File: src/rtl/systolic_feeder_pkg.sv
// Shared types and sizing helpers for the systolic array feeder.
//   feeder_state_e : top-level sequencing states
//   idx_w / cnt_w  : counter widths that never collapse to zero bits
//   lane_lo        : low bit of lane `lane` in a flat packed vector
package systolic_feeder_pkg;

  typedef enum logic [2:0] {IDLE, LOAD_W, SHIFT_W, LATCH, STREAM, FLUSH} feeder_state_e;

  // Width able to index 0..n-1; a single-entry range still gets one bit.
  function automatic int idx_w(input int n);
    return (n <= 1) ? 1 : $clog2(n);
  endfunction

  // Width able to hold 0..max_count inclusive.
  function automatic int cnt_w(input int max_count);
    return idx_w(max_count + 1);
  endfunction

  function automatic int lane_lo(input int lane, input int width);
    return lane * width;
  endfunction

endpackage

File: src/rtl/skew_delay_line.sv
// Fixed-depth delay line of {valid, data} used to skew one activation row.
//   clk, res_n        : clock, async active-low reset
//   in_valid, in_data : element offered this cycle
//   out_valid, out_data : element Depth cycles later
// Data is only captured when valid, so invalid slots repeat the last
// valid element instead of leaking whatever sat on the input bus.
module skew_delay_line #(
  parameter int Depth = 1,
  parameter int Width = 8
) (
  input  logic             clk,
  input  logic             res_n,
  input  logic             in_valid,
  input  logic [Width-1:0] in_data,
  output logic             out_valid,
  output logic [Width-1:0] out_data
);

  logic [Depth-1:0]            vld_pipe;
  logic [Depth-1:0][Width-1:0] dat_pipe;

  always_ff @(posedge clk or negedge res_n) begin
    if (!res_n) begin
      vld_pipe <= '0;
      dat_pipe <= '0;
    end else begin
      vld_pipe[0] <= in_valid;
      if (in_valid) dat_pipe[0] <= in_data;
      for (int i = 1; i < Depth; i++) begin
        vld_pipe[i] <= vld_pipe[i-1];
        dat_pipe[i] <= dat_pipe[i-1];
      end
    end
  end

  assign out_valid = vld_pipe[Depth-1];
  assign out_data  = dat_pipe[Depth-1];

endmodule

File: src/rtl/systolic_array_feeder.sv
// Sequencer feeding the top and left edges of a Rows x Cols systolic grid.
//   start/num_vectors        : kick off one job (sampled in IDLE)
//   w_valid/w_ready/w_data   : weight tile, one row per beat (beat i = PE row i)
//   a_valid/a_ready/a_data   : activation vectors, element r -> PE row r
//   pe_b, pe_en_l_b          : weight column bus and weight-latch strobe
//   pe_a, pe_in_valid        : row-skewed activations with per-row valid
//   busy, done               : job in flight / one-cycle completion pulse
// Flow: load tile -> shift rows out last-first -> latch -> stream -> flush.
module systolic_array_feeder import systolic_feeder_pkg::*; #(
  parameter  int Rows        = 4,
  parameter  int Cols        = 4,
  parameter  int BitSize     = 8,
  parameter  int M_W_BitSize = 8,
  parameter  int MaxVectors  = 256,
  localparam int CntW        = cnt_w(MaxVectors)
) (
  input  logic                        clk,
  input  logic                        res_n,
  input  logic                        start,
  input  logic [CntW-1:0]             num_vectors,
  input  logic                        w_valid,
  output logic                        w_ready,
  input  logic [Cols*M_W_BitSize-1:0] w_data,
  input  logic                        a_valid,
  output logic                        a_ready,
  input  logic [Rows*BitSize-1:0]     a_data,
  output logic [Cols*M_W_BitSize-1:0] pe_b,
  output logic                        pe_en_l_b,
  output logic [Rows*BitSize-1:0]     pe_a,
  output logic [Rows-1:0]             pe_in_valid,
  output logic                        busy,
  output logic                        done
);

  localparam int BeatW    = idx_w(Rows);
  localparam int FlushW   = idx_w(Rows + Cols);
  localparam int FlushLen = Rows + Cols - 1;  // skew drain + partial-sum drain
  localparam int WW       = Cols * M_W_BitSize;

  feeder_state_e             state;
  logic [BeatW-1:0]          beat_cnt;   // load index, then shift index counting down
  logic [CntW-1:0]           vec_cnt;
  logic [CntW-1:0]           nv;
  logic [FlushW-1:0]         flush_cnt;
  logic [Rows-1:0][WW-1:0]   wbuf;
  logic                      a_acc;

  assign a_acc = a_valid && a_ready;

  always_ff @(posedge clk or negedge res_n) begin
    if (!res_n) begin
      state     <= IDLE;
      beat_cnt  <= '0;
      vec_cnt   <= '0;
      nv        <= '0;
      flush_cnt <= '0;
      wbuf      <= '0;
      w_ready   <= 1'b0;
      a_ready   <= 1'b0;
      pe_b      <= '0;
      pe_en_l_b <= 1'b0;
      busy      <= 1'b0;
      done      <= 1'b0;
    end else begin
      pe_en_l_b <= 1'b0;
      done      <= 1'b0;
      case (state)
        IDLE: if (start) begin
          nv       <= num_vectors;
          vec_cnt  <= '0;
          beat_cnt <= '0;
          w_ready  <= 1'b1;
          busy     <= 1'b1;
          state    <= LOAD_W;
        end
        LOAD_W: if (w_valid) begin
          wbuf[beat_cnt] <= w_data;
          if (32'(beat_cnt) == Rows - 1) begin
            // Last beat goes straight onto the bus: the deepest row leads.
            w_ready <= 1'b0;
            pe_b    <= w_data;
            state   <= SHIFT_W;
          end else begin
            beat_cnt <= beat_cnt + BeatW'(1);
          end
        end
        SHIFT_W: begin
          if (beat_cnt == '0) begin
            pe_b      <= '0;
            pe_en_l_b <= 1'b1;
            state     <= LATCH;
          end else begin
            pe_b     <= wbuf[beat_cnt - BeatW'(1)];
            beat_cnt <= beat_cnt - BeatW'(1);
          end
        end
        LATCH: begin
          flush_cnt <= '0;
          if (nv == '0) begin
            done  <= (FlushLen == 1);
            state <= FLUSH;
          end else begin
            a_ready <= 1'b1;
            state   <= STREAM;
          end
        end
        STREAM: if (a_valid) begin
          vec_cnt <= vec_cnt + CntW'(1);
          if (vec_cnt + CntW'(1) == nv) begin
            a_ready   <= 1'b0;
            flush_cnt <= '0;
            done      <= (FlushLen == 1);
            state     <= FLUSH;
          end
        end
        FLUSH: begin
          if (32'(flush_cnt) == FlushLen - 1) begin
            busy  <= 1'b0;
            state <= IDLE;
          end else begin
            flush_cnt <= flush_cnt + FlushW'(1);
            // Registered pulse: raise it entering the final flush cycle.
            done      <= (32'(flush_cnt) == FlushLen - 2);
          end
        end
        default: state <= IDLE;
      endcase
    end
  end

  // Row r sees element k r cycles after row 0, forming the diagonal wavefront.
  for (genvar r = 0; r < Rows; r++) begin : g_row
    skew_delay_line #(
      .Depth (r + 1),
      .Width (BitSize)
    ) u_skew (
      .clk       (clk),
      .res_n     (res_n),
      .in_valid  (a_acc),
      .in_data   (a_data[lane_lo(r, BitSize) +: BitSize]),
      .out_valid (pe_in_valid[r]),
      .out_data  (pe_a[lane_lo(r, BitSize) +: BitSize])
    );
  end

endmodule
File: config.mk
export PLATFORM = sky130hd
export DESIGN_NAME = systolic_array_feeder
export DESIGN_NICKNAME = d
export VERILOG_FILES = /design/src/rtl/systolic_feeder_pkg.sv /design/src/rtl/skew_delay_line.sv /design/src/rtl/systolic_array_feeder.sv
export SDC_FILE = /design/constraint.sdc
export NUM_CORES = 1
export LEC_CHECK = 0
export ABC_AREA = 0
export ABC_CLOCK_PERIOD_IN_PS = 2800
export CAP_MARGIN = 30
export CORE_MARGIN = 2
export CORE_UTILIZATION = 39
export DETAILED_ROUTE_END_ITERATION = 10
export SETUP_SLACK_MARGIN = 0.2
export SKIP_LAST_GASP = 1
export SYNTH_ARGS = -nofsm -noshare
export SYNTH_HDL_FRONTEND = slang
export SYNTH_SLANG_ARGS = --single-unit
File: constraint.sdc
create_clock -name clk -period 2.8 [get_ports clk]
set_input_delay 0.56 -clock clk [delete_from_list [all_inputs] [get_ports clk]]
set_output_delay 0.56 -clock clk [all_outputs]
set_load 0.005 [all_outputs]
After elaboration in Yosys (flattened, before gate mapping):

Cells that the tools add are included.

* $add $sub $neg: 4
* order comparisons: 3
* equal/unequal tests: 20
* mux-type cells: 44
* reduce and logical (&&, ||, !) cells: 22

Operators with widths (count)
* $mux W32: 5
* $bwmux W128: 1
* $bmux W32 S2: 1
* $demux W32 S2: 1
* $pmux W32 S2: 1
* $mux W3: 10
* $ne A2 B2 Y1 const B: 11
* $mux W9: 2
* $pmux W3 S6: 1
* $pmux W9 S2: 1
* $eq A3 B3 Y1 const B: 4
* $mux W1: 12
* $reduce_and A4 Y1: 3
* $reduce_bool A2 Y1: 5
* $add A9 B1 Y9 const B: 1
* $eq A9 B9 Y1: 1
* $logic_not A9 Y1: 1
* $pmux W3 S3: 1
* $reduce_and A3 Y1: 3
* $mux W2: 4
* $reduce_and A7 Y1: 1
* $eq A3 B2 Y1 const B: 2
* $lt A2 B3 Y1 const B: 2
* $pmux W1 S2: 3
* other kinds (13): 16

* register bits: 281
* input port bits: 78
* output and inout bits: 73
* word-level logic and storage cells: 122

Depth between registers and ports, before layout:

Gate-level depths: netlist of the first run.

* depth in word-level cells: 5
* depth in mapped cells: 10
* gate-level depth less buffers: 8

By module:

A second synthesis of the first run with hierarchy kept.

* cells, all modules: 812
* area total of the unflattened synthesis: 11722.5 um^2

Modules (own cells, without submodules)
* systolic_array_feeder: instances 1, cells each 662, area an instance 8764.7 um^2, seq. area each 4779.6 um^2
* skew_delay_line (g_row[3].u_skew): instances 1, cells each 53, area an instance 1092.3 um^2, seq. area each 900.9 um^2
* skew_delay_line (g_row[2].u_skew): instances 1, cells each 44, area an instance 867.1 um^2, seq. area each 675.6 um^2
* skew_delay_line (g_row[1].u_skew): instances 1, cells each 35, area an instance 641.9 um^2, seq. area each 450.4 um^2
* skew_delay_line (g_row[0].u_skew): instances 1, cells each 18, area an instance 356.6 um^2, seq. area each 225.2 um^2

Least setup slack after synthesis of the first run:

Ideal clock, no wire load.

* path type: register to register
* from: reg beat_cnt[0]
* to: reg pe_b[0]
* library setup time: 0.134 ns
* arrival: 2.252 ns
* required time: 2.666 ns
* path slack: 0.414 ns
* cell stages (with the launch flop): 10
* path buffers: 4
* period minus slack after synthesis: 2.386 ns
* cell sequence: dfrtp_1 > buf_2 > buf_2 > inv_1 > ha_1 > clkbuf_1 > buf_1 > mux4_2 > nand2_1 > o21ai_0

* word-level cells in the longest chain between the ends: 5
* elaborated cells on any way between the ends: 9
* those cells by class: 1 x add/sub; 2 x eq/ne; 4 x mux; 2 x reduce/logical

RTL lines
* start, declared: RTL line systolic_array_feeder.sv:41 `logic [BeatW-1:0] beat_cnt;`
* start signal, assigned: RTL line systolic_array_feeder.sv:84 `beat_cnt <= beat_cnt + BeatW'(1);`
* start signal, assigned: RTL line systolic_array_feeder.sv:94 `beat_cnt <= beat_cnt - BeatW'(1);`
* $sub A2 B1 Y2: RTL line systolic_array_feeder.sv:93 `pe_b <= wbuf[beat_cnt - BeatW'(1)];`
* $bmux W32 S2: RTL line systolic_array_feeder.sv:93
* $mux W32 (not written as such): RTL line systolic_array_feeder.sv:93
* $mux W32: RTL line systolic_array_feeder.sv:88 `if (beat_cnt == '0) begin`
* $pmux W32 S2: RTL line systolic_array_feeder.sv:67 `case (state)`
* end signal, assigned: RTL line systolic_array_feeder.sv:81 `pe_b <= w_data;`
* end signal, assigned: RTL line systolic_array_feeder.sv:93
* end, declared: RTL line systolic_array_feeder.sv:27 `output logic [Cols*M_W_BitSize-1:0] pe_b,`

Several ways; a longest one is shown, not always the timed one. The select of a mux whose other input is x is not followed.
A chain may end at the register's enable or synchronous reset.

Final worst setup path of the first run:

* from: reg vec_cnt[0]
* to: reg flush_cnt[1]

* word-level cells in the longest chain between the ends: 4

RTL lines
* start, declared: RTL line systolic_array_feeder.sv:42 `logic [CntW-1:0] vec_cnt;`
* start signal, assigned: RTL line systolic_array_feeder.sv:108 `vec_cnt <= vec_cnt + CntW'(1);`
* $add A9 B1 Y9: RTL line systolic_array_feeder.sv:109 `if (vec_cnt + CntW'(1) == nv) begin`
* $eq A9 B9 Y1: RTL line systolic_array_feeder.sv:109
* $ne A2 B2 Y1 (no line)
* $reduce_and A4 Y1 (no line)
* end signal, assigned: RTL line systolic_array_feeder.sv:121 `flush_cnt <= flush_cnt + FlushW'(1);`
* end, declared: RTL line systolic_array_feeder.sv:44 `logic [FlushW-1:0] flush_cnt;`

No other way between the ends.

==> out/qor.txt, run 1 <==
status: complete, no violations
start of the worst register-to-register path: vec_cnt[0]
IO buf count: 150
Clock Tree Root: clkbuf_16
pin count of the biggest net entering global routing: 93
I/O pin cnt: 151
Final GP Congestion: 0.741
DRT iter0 DRCs: 411
EDFF count, synth: 0
Setup TNS: 0 ns
Async SR Flop Fraction: 100%
register bit total from synthesis: 275
multi-input logic area: 4220 µm²
Rel. slew slack: 54.6%
core area: 28900 µm²
worst reg2reg endpoint: flush_cnt[1]
Die Area: 30900 µm²
pins over their slew limit: 0
Total Routed Length: 23500 µm
routed vias: 6702
worst-path fanout max: 7
clk sinks: 275
Leak: 0.00628 µW
fin util: 49.8%
TritonCTS Buffers: 31
number of global-route vias before repair: 7203
Setup crit end: flush_cnt[1]
die width: 176 µm
Routed Antenna Nets: 0
FF+latch area: 6880 µm²
Crit. End Element: register
global-route wire length before repair: 38600 µm
part of the Yosys area used for sequential elements: 59.7%
Post-route DRC: 0
post-synthesis cell type count: 48
critical path data arrival time: 2.65 ns
clk slew on worst S/H paths: 0.06 ns
CTS tree: yes
VDD IR max: 0.616 mV
share of layout cells above drive strength 1: 29.8%
Skew-Pair Late Insertion Delay: 0.54 ns
crit path from: vec_cnt[0]
Setup Buffers After CTS: 0
Final Setup Violations: 0
CP max-delay cell: dfrtp_1
htree depth: 1
Total Nets Final: 1014
RSZ-0062 raised after global routing: false
maximum clock insertion buffer count: 3
area of the mapped netlist: 11500 µm²
Worst path max stage delay: 0.50 ns
power density over the cells: 1020 nW/µm²
non-filler instance count after layout: 1337
fmax: 446 MHz
Detail Placement HPWL: 14700 µm
Min-Delay Path Class: reg -> reg
initial antenna violation count: 3
post-layout minimum cycle time: 2.24 ns
DR vias/cell: 5.01
Starting Density: 39.8%
crit-path cells: ha_1 > nand2_1 > nor2_1 > xnor2_1 > nand4_1 > nor4b_4 > o21ai_1
worst reg2reg path depth: 7
measured slew at the worst slew-check pin: 0.682 ns
Die Y: 176 µm
1st-pass router iterations: 4
PnR Total Power: 14700 µW
Final Hold Viols: 0
row cnt: 62
drt wl/cell: 17.6 µm
Critical Path RT: 3.21 ns
hold depth: 0
Worst Clk Skew: 0.00726 ns
Ys Warns: 0
Post-Syn Instances: 797
overflow left after global routing: 0
FF-to-FF setup slack: 0.56 ns
MaxCap Viol Count: 0
GRT Overall Usage: 15.4%
top_reg_cell synth: dfrtp_1
Worst Path Class, Setup: reg -> reg
area grow syn2layout: 25.0%
period utilisation layout: 80.0%
startpoint types: register
Fillers: 2496
Inst Count DP: 1278
worst hold margin: 0.343 ns
Post-Syn Nets: 883
syn avg cell area: 14.5 µm²
==> cell usage after synthesis (3+ instances only) <==
master,n,area (µm²)
nor2_1,13,48.8
ha_1,8,100
buf_1,4,15.0
nand2b_1,3,18.8
mux4_2,32,721
inv_1,7,26.3
nor3_1,9,45.0
nand2_1,50,188
dfrtp_1,275,6880
and3_1,3,18.8
xor2_1,4,35.0
mux2i_1,36,360
buf_4,32,240
a21o_1,3,22.5
nor3b_1,3,22.5
a21oi_1,9,45.0
and2_1,3,18.8
mux2_2,168,1890
nand3_1,12,60.1
clkbuf_1,14,52.6
o31ai_1,3,22.5
buf_2,21,105
o21ai_1,13,65.1
o21ai_0,35,175
xnor2_1,8,70.1
nand4_1,4,25.0
==> registers in the layout, indices dropped and copies added (netlist names) <==
name	cells
g_row.u_skew.vld_pipe	4
flush_cnt	3
busy	1
w_ready	1
vec_cnt	9
done	1
a_ready	1
g_row.u_skew.out_data	32
pe_b	32
pe_en_l_b	1
nv	9
beat_cnt	2
g_row.u_skew.dat_pipe	48
wbuf	128
state	3
==> kinds of logic after synthesis <==
logic type | Yosys count | share of synthesized area [%]
flops | 275 | 59.7
mux | 237 | 25.9
xor+xnor | 12 | 0.912
buf+inv | 79 | 3.91
simple gates | 113 | 5.05
fa+ha+maj | 8 | 0.869
compound gates | 73 | 3.65
==> placed cells by master (no fill, tap or decap), types with 4 or more instances in the layout <==
cell	Yosys	layout
clkbuf_8	0	6
nor3_1	9	8
buf_4	32	10
mux2_2	168	168
xor2_1	4	4
clkbuf_1	14	9
o21ai_1	13	13
a21oi_1	9	9
clkinv_2	0	6
buf_12	0	9
mux4_2	32	32
clkdlybuf4s50_1	0	149
nand3_1	12	12
xnor2_1	8	8
inv_1	7	7
mux2i_1	36	36
ha_1	8	8
nand2_1	50	46
dfrtp_1	275	274
nand4_1	4	4
clkbuf_16	0	31
nor2_1	13	13
o21ai_0	35	35
==> per-stage QoR <==
step | setup slack (ns) | instance area, µm²
floorplan | 0.414 | 11500
global placement | 0.490 | 13400
detailed placement | 0.450 | 13400
CTS | 0.561 | 14400
global route | 0.342 | 14400
finish | 0.559 | 14400
==> cell type report <==
class	instances	share of cell area, %
clock buffers	46	6.19
multi-input cells	443	29.3
repair buffers	170	12.3
diodes	1	0.0174
inverters	7	0.182
clock inverters	11	0.938
flip-flops and latches	275	47.8
well taps	384	3.33
==> worst min path at each step <==
stage	endpoint	from	slack, ns
2_1_floorplan	a_ready	res_n	0.26
3_3_place_gp	g_row[2].u_skew.out_data[0]	g_row[2].u_skew.dat_pipe[8]	0.33
3_5_place_dp	g_row[3].u_skew.out_data[1]	g_row[3].u_skew.dat_pipe[17]	0.33
4_1_cts	g_row[2].u_skew.out_data[1]	g_row[2].u_skew.dat_pipe[9]	0.35
5_1_grt	g_row[3].u_skew.out_data[2]	g_row[3].u_skew.dat_pipe[18]	0.35
6_report	g_row[2].u_skew.out_data[1]	g_row[2].u_skew.dat_pipe[9]	0.34
==> what timing repair did <==
item,in CTS,in global routing
hold buffers,1,0
endpoints found under the hold margin,10,0
resized for setup,0,0
==> metal layers <==
metal / GRT usage, % / wire [µm] / share of wire [%] / up-vias
met5: 0 / 24 / 0.10 / -
met4: 3.72 / 468 / 2.0 / 4
met3: 4.65 / 1560 / 6.6 / 41
met2: 24.6 / 10700 / 45 / 140
met1: 20.8 / 10800 / 46 / 3425
li1: - / - / - / 3092
==> critical path: cells and delay by family (launching register included) <==
kind / cells / cell delay (ns)
and+or+nand+nor: 4 / 1.00
AOI/OAI and AO/OA: 1 / 0.13
DFF: 1 / 0.50
xor gates and xnor gates: 1 / 0.15
adders and majority gates: 1 / 0.34
==> where the power goes <==
group          total, µW  leakage, µW  switching [µW]  internal [µW]
registers           6240      0.00331             832           5410
clock network       4010     0.000502            1550           2460
logic               4450      0.00246            1700           2760
Note: power is estimated with default switching activity, not from simulation.
==> inputs of run 2 (changes only) <==
Settings changed: ABC_CLOCK_PERIOD_IN_PS 2800 to 2200.
Clock period 2.8 ns to 2.2 ns, I/O delays scaled along.
==> out/qor.txt, run 2 (same netlist as run 1, synthesis figures left out) <==
clk sinks: 275 (unchanged)
Fillers: 2457 (-1.6%)
maximum clock insertion buffer count: 3 (unchanged)
drt wl/cell: 17.4 µm (-0.88%)
DR vias/cell: 5.05 (+0.79%)
Clk pwr share: 27.7% (+0.4 points)
IO buf count: 150 (unchanged)
Antenna Cells: 0 (-1)
DRT iter0 DRCs: 264 (-36%)
initial antenna violation count: 2 (-1)
Buf/Inv on CP: 1 (+1)
worst hold margin: 0.344 ns (+0.00129 ns)
pins over their slew limit: 0 (unchanged)
RSZ-0062 raised after global routing: true
crit path from: pe_b[23]
CTS tree: yes
Leak: 0.00637 µW (+1.6%)
area grow syn2layout: 27.1%
number of global-route vias before repair: 7170 (-0.46%)
Int Pwr: 13800 µW (+30%)
share of layout cells above drive strength 1: 32.4% (+2.5 points)
pin count of the biggest net entering global routing: 72 (-23%)
1st-pass router iterations: 4 (unchanged)
core area: 28900 µm² (unchanged)
clk slew on worst S/H paths: 0.06 ns (about the same)
measured slew at the worst slew-check pin: 0.546 ns (-0.136 ns)
status: complete, no violations
die width: 176 µm (unchanged)
Total Routed Length: 23600 µm (+0.38%)
Crit path depth: 1 (-6)
GRT Overall Usage: 15.5% (+0.053 points)
worst reg2reg endpoint: flush_cnt[0]
VDD IR max: 0.603 mV (-2.1%)
Die Area: 30900 µm² (unchanged)
Final Setup Violations: 0 (unchanged)
Comb pwr share: 30.9% (+0.6 points)
dpl cell area: 13500 µm² (+0.89%)
Starting Density: 39.8% (unchanged)
sequential share of power: 41.4% (-1.0 points)
Rel. slew slack: 63.5% (+8.9 points)
Setup crit end: pe_b[23]
CP max-delay cell: clkdlybuf4s50_1
global-route wire length before repair: 38600 µm (-0.12%)
fin area: 14600 µm² (+1.6%)
period utilisation layout: 86.7%
max reg flops: 128 (unchanged)
Worst Path Class, Setup: reg -> out
worst reg2reg path depth: 7 (unchanged)
Crit. End Element: output port
overflow left after global routing: 0 (unchanged)
largest registers: wbuf: 128 flops, g_row.u_skew.dat_pipe: 48 flops
post-layout minimum cycle time: 1.91 ns
Total Nets Final: 1034 (+2.0%)
switching power: 5300 µW (+30%)
power density over the cells: 1300 nW/µm² (+28%)
crit-path cells: clkdlybuf4s50_1
FF-to-FF setup slack: 0.31 ns (-0.25 ns)
Critical Path RT: 1.76 ns (-1.45 ns)
Final Hold Viols: 0 (unchanged)
startpoint types: register
start of the worst register-to-register path: vec_cnt[1]
worst-path fanout max: 2 (-5)
MaxCap Viol Count: 0 (unchanged)
Clock Tree Root: clkbuf_16
Net Sw Frac: 27.8% (+0.071 points)
commonest non-fill, non-tap cells in the layout: dfrtp_1, mux2_2, clkdlybuf4s50_1
Post-route DRC: 0 (unchanged)
Die Y: 176 µm (unchanged)
row cnt: 62 (unchanged)
Final GP Congestion: 0.746 (+0.76%)
Min-Delay Path Class: reg -> reg
routed vias: 6841 (+2.1%)
htree depth: 1 (unchanged)
most common cell after layout, fill and taps aside: dfrtp_1
Detail Placement HPWL: 15200 µm (+3.1%)
Routed Antenna Nets: 0 (unchanged)
critical path data arrival time: 1.47 ns (-1.18 ns)
Worst path max stage delay: 0.57 ns (+0.07 ns)
I/O pin cnt: 151 (unchanged)
delay-heaviest family, CP: buffers and inverters
Worst Clk Skew: 0.00977 ns (+0.00251 ns)
TritonCTS Buffers: 31 (unchanged)
fmax: 524 MHz
Skew-Pair Late Insertion Delay: 0.55 ns (about the same)
fin util: 50.6% (+0.81 points)
Setup TNS: 0 ns (unchanged)
Biggest register: wbuf
[run 2: changes by cell type in the layout (fill, tap and decap cells not counted), sizes merged]
cell | previous run | this run
buf | 20 | 40
clkbuf | 46 | 36
clkinvlp | 2 | 7
bufinv | 3 | 5
inv | 7 | 9
clkdlybuf4s50 | 149 | 148
clkinv | 6 | 5
diode | 1 | 0
dlymetal6s2s | 0 | 1
[run 2: how the worst min path moves through the flow]
stage | startpoint | end | slack, ns | cells after the start
2_1_floorplan | res_n | a_ready | 0.14 | 0
3_3_place_gp | g_row[3].u_skew.dat_pipe[13] | g_row[3].u_skew.dat_pipe[21] | 0.33 | 0
3_5_place_dp | g_row[2].u_skew.dat_pipe[9] | g_row[2].u_skew.out_data[1] | 0.33 | 0
4_1_cts | g_row[2].u_skew.dat_pipe[8] | g_row[2].u_skew.out_data[0] | 0.35 | 0
5_1_grt | g_row[2].u_skew.dat_pipe[13] | g_row[2].u_skew.out_data[5] | 0.35 | 0
6_report | g_row[3].u_skew.dat_pipe[8] | g_row[3].u_skew.dat_pipe[16] | 0.34 | 0
[run 2: area by class of cell]
class	count	area (µm²)	area share, %
repair buffers	190	1940	13.3
clock buffers	36	815	5.56
well taps	384	480	3.28
inverters	7	26.3	0.179
flip-flops and latches	275	6890	47.0
multi-input cells	443	4250	29.0
clock inverters	19	249	1.70
[run 2: power groups by stage]
stage	clock, µW	combinational (µW)	sequential [µW]
final	5290	5890	7890
after global routing	5670	6440	8130
after CTS	5460	5930	7900
after global placement	0	5800	7930
after floorplan	0	4090	7660
after detailed placement	0	5910	7980
[run 2: timing repair]
action | in CTS | in global routing
setup buffers | 0 | 6
hold endpoints to repair | 50 | 0
resized for setup | 3 | 10
setup endpoints to repair | 4 | 5
pin swaps | 0 | 6
hold buffers | 1 | 0
[run 2: stage by stage]
stage,setup WS [ns],instances,power (µW)
floorplan,0.209,797,11800
global placement,0.146,1292,13700
detailed placement,0.0988,1292,13900
CTS,0.226,1348,19300
global route,0.179,1354,20200
finish,0.292,1354,19100
[run 2: routing by layer]
layer | vias up | track usage, % | wire length (µm) | part of all wire, %
met5 | - | 0 | 26 | 0.11
met4 | 4 | 3.72 | 429 | 1.8
met3 | 38 | 5.61 | 2000 | 8.5
met2 | 162 | 25.3 | 11000 | 47
met1 | 3511 | 19.7 | 10100 | 43
li1 | 3126 | - | - | -
==> RTL change 1 (flow settings as in run 2) <==
The 6 states of `feeder_state_e` get a Gray code encoding in 3 bits.
--- a/src/rtl/systolic_feeder_pkg.sv
+++ b/src/rtl/systolic_feeder_pkg.sv
@@ -6,3 +6,3 @@
 
-  typedef enum logic [2:0] {IDLE, LOAD_W, SHIFT_W, LATCH, STREAM, FLUSH} feeder_state_e;
+  typedef enum logic [2:0] {IDLE = 3'b000, LOAD_W = 3'b001, SHIFT_W = 3'b011, LATCH = 3'b010, STREAM = 3'b110, FLUSH = 3'b111} feeder_state_e;
 
Formal check against the unedited RTL: same outputs for any inputs over 4 cycles, from zero or initial values; so few cycles prove little.
==> RTL change 1 against run 2 <==
Non-clock buffer count fell by 6; global-route usage grew 0.59 points; sequential cell count unchanged; total power is 3.8% lower; area after synthesis rose by 1.1%; final cell count is 2.5% higher; sequential share of layout area decreased by 0.15 points; final area rose by 0.28%; count of clock-buffer cells in the layout increased by 7; critical path depth did not move; via count increased by 1.5%; wire length grew 2.9%; worst setup slack worse by 0.022 ns; highest routed layer is now met4.
==> RTL change 1: results (changes against run 2) <==
status: "complete, no violations"  # unchanged
cellLeakagePower_nw: 6.386  # was 6.374 nW
postSynthAreaPerCell_um2: 13.91  # was 14.46 um^2
grt_use_met2_pct: 26.16  # was 25.31%
synth.top_cells.by_count: "275 x sky130_fd_sc_hd__dfrtp_1, 169 x sky130_fd_sc_hd__mux2_2, 53 x sky130_fd_sc_hd__nand2_1, 40 x sky130_fd_sc_hd__a21oi_1, 37 x sky130_fd_sc_hd__o21ai_0"  # was 275 x sky130_fd_sc_hd__dfrtp_1, 168 x sky130_fd_sc_hd__mux2_2, 50 x sky130_fd_sc_hd__nand2_1, 36 x sky130_fd_sc_hd__mux2i_1, 35 x sky130_fd_sc_hd__o21ai_0
worst_r2r_startpoint: "beat_cnt[0]"  # was vec_cnt[1]
slowest_delay_ns: 0.54  # was 0.57 ns
power.clock.fraction_pct: 27.4  # was 27.7%
dpl-instance-area_mm2: 0.01364  # was 0.01349 mm^2
skew_ns: 0.01075  # was 0.009766 ns
power.internal_mw: 13.02  # was 13.77 mW
diodes: 1  # was 0
met1_length_um: 10760  # was 10120 um
number_of_antenna_violations_at_the_first_check_in_global_routing: 1  # was 2
fillCellCount: 2602  # was 2457
final_cells: 1388  # was 1354
clock_buffer_count: 43  # was 36
core-area_mm2: 0.02956  # was 0.02894 mm^2
yosysSeqAreaShare_pct: 59.05  # was 59.72%
use_met1_pct: 21.46  # was 19.72%
worst_r2r_path_depth: 6  # was 7
r2r_end: "pe_b[18]"  # was flush_cnt[0]
placedCellCount: 1332  # was 1292
utilization_pct: 49.68  # was 50.61%
share_of_synthesized_cell_area_in_full_adder_half_adder_and_majority_cells_pct: 0.8589  # was 0.8686%
fraction_of_area_in_clock_buffers_and_inverters_pct: 6.833  # was 7.262%
RTL change 1: changes by cell type in the layout (fill, tap and decap cells not counted), sizes merged, moves of 4 or more:
cell             run 2  this run
a21oi               10        40
a31oi                1         5
a41oi                0         4
buf                 40        34
clkbuf              36        43
clkinvlp             7         1
mux2i               36         3
nand3               13         8
nor2b                1        32
o21ai               48        42
RTL change 1: worst max-delay path by stage:
stage | slack (ns) | to | cells after the start | startpoint
2_1_floorplan | 0.21 | pe_b[10] | 9 | beat_cnt[0]
3_3_place_gp | 0.02 | vec_cnt[4] | 7 | start
3_5_place_dp | 0.01 | wbuf[88] | 6 | w_valid
4_1_cts | 0.22 | flush_cnt[1] | 7 | vec_cnt[1]
5_1_grt | 0.15 | flush_cnt[1] | 7 | vec_cnt[1]
6_report | 0.27 | a_ready | 1 | a_ready
RTL change 1: timing repair:
action,4_1_cts,5_1_grt
resized for setup,1,6
buffers inserted,0,1
pin swaps,0,0
hold endpoints to repair,173,0
hold buffers,1,0
endpoints found under the setup margin,2,19
==> RTL change 2 (config.mk and constraints of run 2) <==
Made on the original files. Change the parameter `Rows` from 4 to 5.
--- a/src/rtl/systolic_array_feeder.sv
+++ b/src/rtl/systolic_array_feeder.sv
@@ -9,3 +9,3 @@
 module systolic_array_feeder import systolic_feeder_pkg::*; #(
-  parameter  int Rows        = 4,
+  parameter  int Rows        = 5,
   parameter  int Cols        = 4,
Interface: changed (resized a_data, pe_a and pe_in_valid); port bits go from 151 to 168. No check against the original RTL was run, so the function may have changed too.
==> RTL change 2 against run 2 <==
Area after synthesis up 24%; largest cell class unchanged; worst setup slack worse by 0.022 ns; non-clock buffer count up 41; final area up 25%; die area up 23%; wire length up 35%; total power up 7.2%; sequential cell count up 75; critical endpoint is now pe_b[24].
==> RTL change 2: results (changes against run 2) <==
status: "complete, no violations"  # unchanged
power.clock.fraction_pct: 35.2  # was 27.7%
signal_buffer_area_fraction_pct: 13.44  # was 13.25%
max_reg_flops: 160  # was 128
crit_slowest_cell: "sky130_fd_sc_hd__dfrtp_2"  # was sky130_fd_sc_hd__clkdlybuf4s50_1
clock_buffer_count: 56  # was 36
regToRegSetupSlack_ns: 0.27  # was 0.31 ns
share_of_synthesized_cell_area_in_full_adder_half_adder_and_majority_cells_pct: 0.5271  # was 0.8686%
firstDrtPassIters: 5  # was 4
synthXorXnorAreaFrac_pct: 0.6676  # was 0.9121%
post_cts_resized: 2  # was 3
post_cts.repair.setup_buffers: 2  # was 0
postSynthAreaPerCell_um2: 14.03  # was 14.46 um^2
switching_share_pct: 26.52  # was 27.80%
placedCellCount: 1598  # was 1292
numClockSinks: 350  # was 275
hold_slack_ns: 0.3448  # was 0.3440 ns
regArea_mm2: 0.008763  # was 0.006888 mm^2
p_comb_share_pct: 22.0  # was 30.9%
combined_area_of_all_synthesized_cells_mm2: 0.01424  # was 0.01152 mm^2
drt_total_wl_um: 31730  # was 23570 um
drt-vias-per-instance: 5.114  # was 5.052
routed-wl-met3_um: 2118  # was 1995 um
dp_hpwl_um: 19710  # was 15200 um
number_of_cts_inserted_buffers: 41  # was 31
mappedNetlistNets: 1107  # was 883
fillCellCount: 3093  # was 2457
post-route-period-util_pct: 87.72  # was 86.71%
synth.top_cells.by_count: "350 x sky130_fd_sc_hd__dfrtp_1, 208 x sky130_fd_sc_hd__mux2_2, 85 x sky130_fd_sc_hd__nor2_1, 71 x sky130_fd_sc_hd__a21oi_1, 44 x sky130_fd_sc_hd__buf_4"  # was 275 x sky130_fd_sc_hd__dfrtp_1, 168 x sky130_fd_sc_hd__mux2_2, 50 x sky130_fd_sc_hd__nand2_1, 36 x sky130_fd_sc_hd__mux2i_1, 35 x sky130_fd_sc_hd__o21ai_0
met1_length_um: 13740  # was 10120 um
==> RTL change 2: cell count changes in the layout (fill, tap and decap cells not counted), moves of 29 or more <==
| cell | before | now |
|---|---|---|
| sky130_fd_sc_hd__dfrtp_1 | 270 | 346 |
| sky130_fd_sc_hd__mux2_2 | 168 | 208 |
| sky130_fd_sc_hd__nor2_1 | 12 | 81 |
| sky130_fd_sc_hd__nand2_1 | 49 | 18 |
| sky130_fd_sc_hd__mux2i_1 | 36 | 2 |
| sky130_fd_sc_hd__a22oi_1 | 0 | 29 |
| sky130_fd_sc_hd__a21oi_1 | 9 | 68 |
==> RTL change 2: cell families (layout without fill, tap and decap cells) <==
group | Yosys count | after routing
fa+ha+maj | 6 | 6
buf+inv | 102 | 312
flops | 350 | 350
xor+xnor | 10 | 10
compound gates | 148 | 148
simple gates | 156 | 156
mux | 243 | 243
